$ cat src/rtl/fetch_queue_unit.sv
// Instruction-fetch stage: PC register, instruction-memory address and a DEPTH-entry
// {pc, instruction} FIFO with valid/ready output and a flushing redirect port.
module fetch_queue_unit #(
    parameter int               XLEN     = 32,
    parameter int               DEPTH    = 4,
    parameter logic [XLEN-1:0]  RESET_PC = '0
) (
    input  logic                         clk,
    input  logic                         reset,
    output logic [XLEN-1:0]              imem_addr,
    input  logic [XLEN-1:0]              imem_rdata,
    input  logic                         redirect_valid,
    input  logic [XLEN-1:0]              redirect_pc,
    output logic                         out_valid,
    input  logic                         out_ready,
    output logic [XLEN-1:0]              out_pc,
    output logic [XLEN-1:0]              out_instr,
    output logic [$clog2(DEPTH+1)-1:0]   fifo_count,
    output logic                         misalign_err
);

    localparam int              PW         = (DEPTH > 1) ? $clog2(DEPTH) : 1;
    localparam int              CW         = $clog2(DEPTH + 1);
    localparam logic [CW-1:0]   FULL_COUNT = CW'(DEPTH);

    logic [XLEN-1:0] fetch_pc;
    logic [XLEN-1:0] pc_mem    [DEPTH];
    logic [XLEN-1:0] instr_mem [DEPTH];
    logic [PW-1:0]   rd_ptr;
    logic [PW-1:0]   wr_ptr;
    logic [CW-1:0]   count;
    logic [XLEN-1:0] hold_pc;
    logic [XLEN-1:0] hold_instr;
    logic            pop;
    logic            push;

    assign imem_addr  = fetch_pc;
    assign fifo_count = count;
    assign out_valid  = (count != '0);
    assign pop        = out_valid && out_ready;
    assign push       = !redirect_valid && ((count != FULL_COUNT) || pop);

    // When empty, show the last value presented rather than stale storage (or 0 after reset).
    assign out_pc    = out_valid ? pc_mem[rd_ptr]    : hold_pc;
    assign out_instr = out_valid ? instr_mem[rd_ptr] : hold_instr;

    always_ff @(posedge clk) begin
        if (push) begin
            pc_mem[wr_ptr]    <= fetch_pc;
            instr_mem[wr_ptr] <= imem_rdata;
        end
    end

    always_ff @(posedge clk or negedge reset) begin
        if (!reset) begin
            fetch_pc     <= RESET_PC;
            rd_ptr       <= '0;
            wr_ptr       <= '0;
            count        <= '0;
            hold_pc      <= '0;
            hold_instr   <= '0;
            misalign_err <= 1'b0;
        end else begin
            hold_pc      <= out_pc;
            hold_instr   <= out_instr;
            misalign_err <= 1'b0;
            if (redirect_valid) begin
                rd_ptr       <= '0;
                wr_ptr       <= '0;
                count        <= '0;
                fetch_pc     <= {redirect_pc[XLEN-1:2], 2'b00};
                misalign_err <= |redirect_pc[1:0];
            end else begin
                if (push) begin
                    wr_ptr   <= wr_ptr + PW'(1);
                    fetch_pc <= fetch_pc + XLEN'(4);
                end
                if (pop) begin
                    rd_ptr <= rd_ptr + PW'(1);
                end
                case ({push, pop})
                    2'b10:   count <= count + CW'(1);
                    2'b01:   count <= count - CW'(1);
                    default: count <= count;
                endcase
            end
        end
    end

endmodule
$ cat config.mk
export PLATFORM = sky130hd
export DESIGN_NAME = fetch_queue_unit
export DESIGN_NICKNAME = d
export VERILOG_FILES = /design/src/rtl/fetch_queue_unit.sv
export SDC_FILE = /design/constraint.sdc
export NUM_CORES = 1
export LEC_CHECK = 0
export CORE_MARGIN = 1.5
export CORE_UTILIZATION = 36
export CTS_CLUSTER_DIAMETER = 40
export DETAILED_ROUTE_END_ITERATION = 8
export SYNTH_ARGS = -nofsm -noshare
export SYNTH_HDL_FRONTEND = slang
export SYNTH_SLANG_ARGS = --single-unit
$ cat constraint.sdc
create_clock -name clk -period 3.13 [get_ports clk]
set_clock_uncertainty 0.2 [all_clocks]
set_input_delay 0.626 -clock clk [delete_from_list [all_inputs] [get_ports clk]]
set_output_delay 0.626 -clock clk [all_outputs]
set_load 0.02 [all_outputs]
==> flow_metrics.tcl, run 1 <==
set metrics [dict create \
    status "completed" \
    grt_pass1_wl_mm 49.8 \
    setup.worst_path.end_class "primary output" \
    synth_cell_types 51 \
    port-buffer-count 166 \
    total_leakage_power_nw 6.70 \
    slew_viol_final 0 \
    numPlacedInstances 1527 \
    die_height_um 198 \
    clk-insertion-delay-late_ns 0.56 \
    synthesis.instances 858 \
    io_pins 169 \
    cts_num_sinks 350 \
    worst-slew-pin-transition_ns 0.564 \
    syn_area_sq_mm 0.0136 \
    top_signal_layer_used "met4" \
    clock_tree.root_cell "sky130_fd_sc_hd__clkbuf_16" \
    power_switching_share_pct 32.9 \
    fmaxAchievable_ghz 0.323 \
    max_capacitance_violation_total 0 \
    detailroute.wirelength.met3_mm 1.79 \
    wl_per_cell_um 19.8 \
    seq_power_share_pct 36.4 \
    cts-htree-levels 2 \
    cts.path.max_buffers 3 \
    overflow 0 \
    worst_slack_ns 0.0312 \
    comb_power_share_pct 31.5 \
    drive_above_1_share_pct 25.9 \
    finalPower_mw 16.8 \
    number_of_global_route_vias_before_repair 8237 \
    gpl.final_weighted_congestion 0.791 \
    path_clk_slew_ns 0.06 \
    critical-path-slowest-cell "sky130_fd_sc_hd__dfrtp_4" \
    critical_path_cell_list "buf_12, buf_16, buf_4, mux4_2, nand2_1, nand2_1, buf_2" \
    instances_no_fill 1645 \
    final-hold-violation-count 0 \
    start_kind "flip-flop" \
    fin_crit_sh_pct 99.0 \
    seq_area_frac_synth_pct 73.3 \
    grt_antenna_before_repair 1 \
    routedLengthMet1_mm 14.9 \
    die_w_um 198 \
    cp_common_cell "sky130_fd_sc_hd__nand2_1" \
    antenna_left 0 \
    start_util_pct 36.4 \
    sequential_cell_area_sq_mm 0.0100 \
    syn_warnings 0 \
    vdd_ir_drop_max_v 0.000400 \
    holdCritPathClass "reg2reg" \
    timing.critical_path.required_ns 2.30 \
    wl_met2_mm 15.3 \
    first_iter_violations 584 \
    die_area_sq_mm 0.0391 \
    multi_input_area_sq_mm 0.00349 \
    worstSetupPathType "reg2out" \
    cts_tree "yes" \
    core_area_sq_mm 0.0375 \
    final_setup_violation_count 0 \
    maximum_number_of_pins_on_one_net_before_global_route_repair 64 \
    cp_max_fo 13 \
    worstPathArrival_ns 2.27 \
    finalWirelength_mm 32.6 \
    grt_setup_unrepaired "true" \
    total_track_usage_pct 17.2 \
    syn-mean-instance-area_sq_um 15.9 \
    share_clk_of_total_power_pct 32.1 \
    final_util_pct 48.1 \
    synthFlopType "sky130_fd_sc_hd__edfxtp_1" \
    power.density_mw_per_mm2 933 \
    timing.final.crit_period_ns 3.10 \
    num-fill-cells 3287 \
    via_count 8129 \
    row_count 71 \
    drt_pass1_iterations 5 \
    max-slew-margin-rel_pct 62.0 \
    areaGrowthSynthToFinish_pct 32.3 \
    final_layout_net_count 1167 \
    power_report.internal_total_mw 11.3 \
    routed_via_density 4.94 \
    synth_edf_count 248 \
    final.setup.tns_ns 0 \
    drcViolationCount 0 \
    max_stage_delay_ns 0.54 \
    number_of_buffers_added_by_the_clock_tree_synthesis_step 49 \
    power.net_switching_mw 5.54 \
    synth.ff_latch_count 350 \
    async_reset_ff_share_pct 29.1 \
    setup_slack_after_placement_ns 0.0462 \
    place.detailed.hpwl_mm 20.3 \
]
## metrics by stage
stage	area [sq um]	hold slack (ns)
2_1_floorplan	13600	0.130
6_report	18000	0.256
4_1_cts	18100	0.264
3_5_place_dp	16200	0.251
5_1_grt	18000	0.282
3_3_place_gp	16200	0.250
## Yosys cell counts, types with 3 or more instances
master | count | area [sq um]
sky130_fd_sc_hd__edfxtp_1 | 248 | 7450
sky130_fd_sc_hd__nand2_1 | 220 | 826
sky130_fd_sc_hd__dfrtp_1 | 102 | 2550
sky130_fd_sc_hd__mux4_2 | 62 | 1400
sky130_fd_sc_hd__clkbuf_1 | 27 | 101
sky130_fd_sc_hd__nor2_1 | 23 | 86.3
sky130_fd_sc_hd__o21ai_0 | 17 | 85.1
sky130_fd_sc_hd__a31oi_1 | 14 | 87.6
sky130_fd_sc_hd__nand3_1 | 13 | 65.1
sky130_fd_sc_hd__or4_1 | 13 | 97.6
sky130_fd_sc_hd__o31ai_1 | 11 | 82.6
sky130_fd_sc_hd__nand4_1 | 8 | 50.1
sky130_fd_sc_hd__xnor2_1 | 8 | 70.1
sky130_fd_sc_hd__buf_2 | 6 | 30.0
sky130_fd_sc_hd__inv_1 | 6 | 22.5
sky130_fd_sc_hd__nor3_1 | 6 | 30.0
sky130_fd_sc_hd__or3_1 | 6 | 37.5
sky130_fd_sc_hd__xor2_1 | 6 | 52.6
sky130_fd_sc_hd__and3_1 | 5 | 31.3
sky130_fd_sc_hd__ha_1 | 5 | 62.6
sky130_fd_sc_hd__buf_1 | 4 | 15.0
sky130_fd_sc_hd__nor4b_1 | 4 | 35.0
sky130_fd_sc_hd__a21oi_1 | 3 | 15.0
sky130_fd_sc_hd__and4_1 | 3 | 26.3
sky130_fd_sc_hd__nor4_1 | 3 | 18.8
sky130_fd_sc_hd__o211ai_1 | 3 | 22.5
sky130_fd_sc_hd__o41ai_1 | 3 | 26.3
## repair_timing
action                                  CTS  global route
hold buffers                              1             0
endpoints found under the setup margin   65            54
gates cloned                              3             2
pin swaps                                 1             1
setup buffers                            17             3
gates resized for setup                 196            70
hold endpoints to repair                 17             0
## cells in the final DEF (no fill, tap or decap), types with 14 or more instances in the layout
| cell type | instances |
|---|---|
| sky130_fd_sc_hd__buf_2 | 35 |
| sky130_fd_sc_hd__clkbuf_16 | 52 |
| sky130_fd_sc_hd__a31oi_1 | 14 |
| sky130_fd_sc_hd__dfrtp_1 | 99 |
| sky130_fd_sc_hd__o21ai_0 | 17 |
| sky130_fd_sc_hd__mux4_2 | 62 |
| sky130_fd_sc_hd__nor2_1 | 23 |
| sky130_fd_sc_hd__nand2_1 | 207 |
| sky130_fd_sc_hd__buf_12 | 16 |
| sky130_fd_sc_hd__clkdlybuf4s50_1 | 100 |
| sky130_fd_sc_hd__edfxtp_1 | 248 |
| sky130_fd_sc_hd__buf_4 | 37 |
## cells by family (layout without fill, tap and decap cells)
family                     count (synthesis)  in the layout  synth area share (%)
AOI/OAI and AO/OA                         53             53                  2.47
adders and majority gates                  6              6                 0.605
buffers and inverters                     49            323                  1.66
xor gates and xnor gates                  14             14                 0.899
and+or+nand+nor                          322            322                  10.7
other                                      1              3                0.0275
DFF                                      350            350                  73.3
muxes                                     63             63                  10.3
## layout make-up
cell class | instances | share of cell area, %
Tap cell | 511 | 3.54
Sequential cell | 350 | 55.5
Antenna cell | 1 | 0.0139
Timing Repair Buffer | 225 | 12.5
Multi-Input combinational cell | 460 | 19.3
Clock buffer | 57 | 7.19
Clock inverter | 34 | 1.87
Inverter | 7 | 0.146
## final timing paths
check / start / end / slack, ns / cells after the start
min reg2reg: hold_instr[14] / hold_instr[14] / 0.26 / 2
min: hold_instr[14] / hold_instr[14] / 0.26 / 2
max: rd_ptr[0] / out_pc[5] / 0.03 / 7
max reg2reg: imem_addr[2] / imem_addr[28] / 0.53 / 5
min in group asynchronous: reset / hold_instr[6] / 0.33 / 2
max in group asynchronous: reset / hold_pc[7] / 1.72 / 3
## metal layers
layer,global-route usage [%],up-vias
met5,0,-
met1,23.9,4116
li1,-,3726
met4,5.77,0
met2,27.1,240
met3,3.30,47
## power groups by stage
stage	combinational [mW]	clock (mW)	sequential, mW
CTS	5.43	5.53	6.13
global route	5.78	5.71	6.21
floorplan	2.83	0	6.16
finish	5.31	5.40	6.13
detailed placement	5.38	0	6.23
global placement	5.37	0	6.20
## state kept, by name (all words and copies together) (netlist names)
name	count
fifo_count	3
hold_pc	32
misalign_err	1
hold_instr	32
imem_addr	30
instr_mem	128
rd_ptr	2
pc_mem	120
wr_ptr	2
## worst max-delay path: cells and delay by family, from the launching register on
family                 cells  cell delay (ns)
AND/OR/NAND/NOR            2             0.16
buffers and inverters      4             0.60
multiplexers               1             0.43
flip-flops                 1             0.54
(Power assumes the default switching activity.)
==> run 2: changes to the inputs <==
==> constraint.sdc (replaced) <==
create_clock -name clk -period 3.34 [get_ports clk]
set_clock_uncertainty 0.2 [all_clocks]
set_input_delay 0.668 -clock clk [delete_from_list [all_inputs] [get_ports clk]]
set_output_delay 0.668 -clock clk [all_outputs]
set_load 0.02 [all_outputs]
==> run 2 against run 1 <==
Effect of this change:
- worst hold slack about the same
- utilization down 0.27 points
- combinational power decreased by 15%
- wire length fell by 2.1%
- via count is essentially flat
- setup slack better by 0.030 ns
- global-route usage decreased by 0.37 points
- clock power is essentially flat
- final area decreased by 0.56%
- first-iteration DRC count shrank 7.7%
- cell count down 0.97%
- critical path type unchanged
- critical endpoint is now out_instr[11]
- largest power group unchanged
- highest routed layer unchanged
==> flow_metrics.tcl, run 2 (synthesis results as in run 1) <==
set metrics [dict create \
    status "completed" \
    place.detailed.hpwl_mm 20.5 \
    via_count 8126 \
    holdCritPathClass "reg2reg" \
    core_area_sq_mm 0.0375 \
    final_setup_violation_count 0 \
    power_switching_share_pct 32.7 \
    finalPower_mw 15.7 \
    antenna_cells 0 \
    drive_above_1_share_pct 19.1 \
    maximum_number_of_pins_on_one_net_before_global_route_repair 48 \
    die_height_um 198 \
    final.setup.tns_ns 0 \
    cts.path.max_buffers 3 \
    finalInstanceArea_sq_mm 0.0179 \
    areaGrowthSynthToFinish_pct 31.6 \
    largest_register_ff_count 128 \
    drt_pass1_iterations 4 \
    vdd_ir_drop_max_v 0.000407 \
    wl_per_cell_um 19.6 \
    total_leakage_power_nw 6.64 \
    fin_crit_sh_pct 98.2 \
    finalWirelength_mm 31.9 \
    share_clk_of_total_power_pct 34.4 \
    seq_power_share_pct 36.7 \
    overflow 0 \
    fmaxAchievable_ghz 0.305 \
    total_track_usage_pct 16.8 \
    cp_max_fo 21 \
    comb_power_share_pct 28.9 \
    row_count 71 \
    worst_slack_ns 0.0614 \
    max-slew-margin-rel_pct 53.0 \
    timing.critical_path.required_ns 2.47 \
    mostFrequentLayoutCells "248 x sky130_fd_sc_hd__edfxtp_1, 219 x sky130_fd_sc_hd__nand2_1, 103 x sky130_fd_sc_hd__clkdlybuf4s50_1" \
    grt_setup_unrepaired "true" \
    routed_via_density 4.99 \
    cts-htree-levels 2 \
    drcViolationCount 0 \
    setup.worst_path.end_class "primary output" \
    setup_slack_after_placement_ns 0.298 \
    cts_tree "yes" \
    start_kind "flip-flop" \
    slew_viol_final 0 \
    grt_antenna_before_repair 0 \
    max_flop_register "instr_mem" \
    io_pins 169 \
    antenna_left 0 \
    port-buffer-count 166 \
    start_util_pct 36.4 \
    die_w_um 198 \
    power.density_mw_per_mm2 873 \
    first_iter_violations 539 \
    layout.cells.most_common "sky130_fd_sc_hd__edfxtp_1" \
    worstSetupPathType "reg2out" \
    number_of_buffers_added_by_the_clock_tree_synthesis_step 53 \
    gpl.final_weighted_congestion 0.761 \
    placement.cell_area_sq_mm 0.0162 \
    cts_num_sinks 350 \
    grt_pass1_wl_mm 49.2 \
    worstPathArrival_ns 2.41 \
    timing.final.crit_period_ns 3.28 \
    max_capacitance_violation_total 0 \
    clock_tree.root_cell "sky130_fd_sc_hd__clkbuf_16" \
    largest_registers "instr_mem: 128 flops, pc_mem: 120 flops" \
    worst-slew-pin-transition_ns 0.704 \
    power_report.internal_total_mw 10.5 \
    final-hold-violation-count 0 \
    clk-insertion-delay-late_ns 0.58 \
    power.net_switching_mw 5.12 \
    die_area_sq_mm 0.0391 \
    number_of_global_route_vias_before_repair 8290 \
    final_layout_net_count 1147 \
    path_clk_slew_ns 0.05 \
]
## run 2: cell types whose count changed in the layout (fill, tap and decap cells not counted), moves of 5 or more
cell	before	now
sky130_fd_sc_hd__nand2_2	13	1
sky130_fd_sc_hd__nand2_1	207	219
sky130_fd_sc_hd__clkbuf_2	7	1
sky130_fd_sc_hd__dlygate4sd2_1	4	50
sky130_fd_sc_hd__inv_6	3	9
sky130_fd_sc_hd__buf_2	35	0
sky130_fd_sc_hd__clkbuf_8	2	7
sky130_fd_sc_hd__buf_4	37	23
sky130_fd_sc_hd__buf_6	9	1
## run 2: area by class of cell
cell class              instances  area, sq um
fillers                      3275        19500
flip-flops and latches        350        10000
multi-input cells             460         3460
repair buffers                201         2040
clock buffers                  71         1510
well taps                     511          639
clock inverters                29          272
inverters                       7         26.3
## run 2: layer usage
metal / up-vias / global-route usage [%] / part of all wire, %
met5: - / 0 / 0
met4: 0 / 5.17 / 1.9
met3: 53 / 3.77 / 5.8
met2: 252 / 26.0 / 47
met1: 4132 / 23.6 / 46
li1: 3689 / - / -
## run 2: path summary, 6_finish.rpt
path	startpoint	to	slack [ns]	cells past startpoint
worst max-delay path	rd_ptr[0]	out_instr[11]	0.06	5
worst min register to register	hold_pc[28]	hold_pc[28]	0.26	2
min in group asynchronous	reset	hold_instr[17]	0.50	2
worst min-delay path	hold_pc[28]	hold_pc[28]	0.26	2
worst max register to register	imem_addr[2]	imem_addr[28]	0.79	5
max in group asynchronous	reset	imem_addr[20]	1.56	3
## run 2: repair_timing
action / CTS / global route
setup buffers: 2 / 0
gates resized for setup: 62 / 13
setup endpoints to repair: 60 / 21
hold buffers: 1 / 0
hold endpoints to repair: 45 / 0
## run 2: stage by stage
stage / hold slack, ns / instances / util (%)
2_1_floorplan: 0.172 / 859 / -
3_3_place_gp: 0.249 / 1526 / 43.1
3_5_place_dp: 0.253 / 1526 / 43.1
4_1_cts: 0.261 / 1629 / 47.8
5_1_grt: 0.278 / 1629 / 47.9
6_report: 0.256 / 1629 / 47.9
## run 2: worst max-delay path: stages, from the launching register on
cell and delay [ns]:
sky130_fd_sc_hd__dfrtp_4 0.51, sky130_fd_sc_hd__buf_12 0.24, sky130_fd_sc_hd__mux4_2 0.53, sky130_fd_sc_hd__nand2_1 0.12, sky130_fd_sc_hd__nand2_1 0.08, sky130_fd_sc_hd__dlygate4sd2_1 0.33
## run 2: power groups by stage
stage	Clock [mW]	Sequential (mW)	Combinational, mW
after floorplan	0	5.77	2.65
after global placement	0	5.82	4.93
after detailed placement	0	5.85	4.96
final	5.38	5.75	4.53
after global routing	5.66	5.83	4.96
after CTS	5.50	5.75	4.63
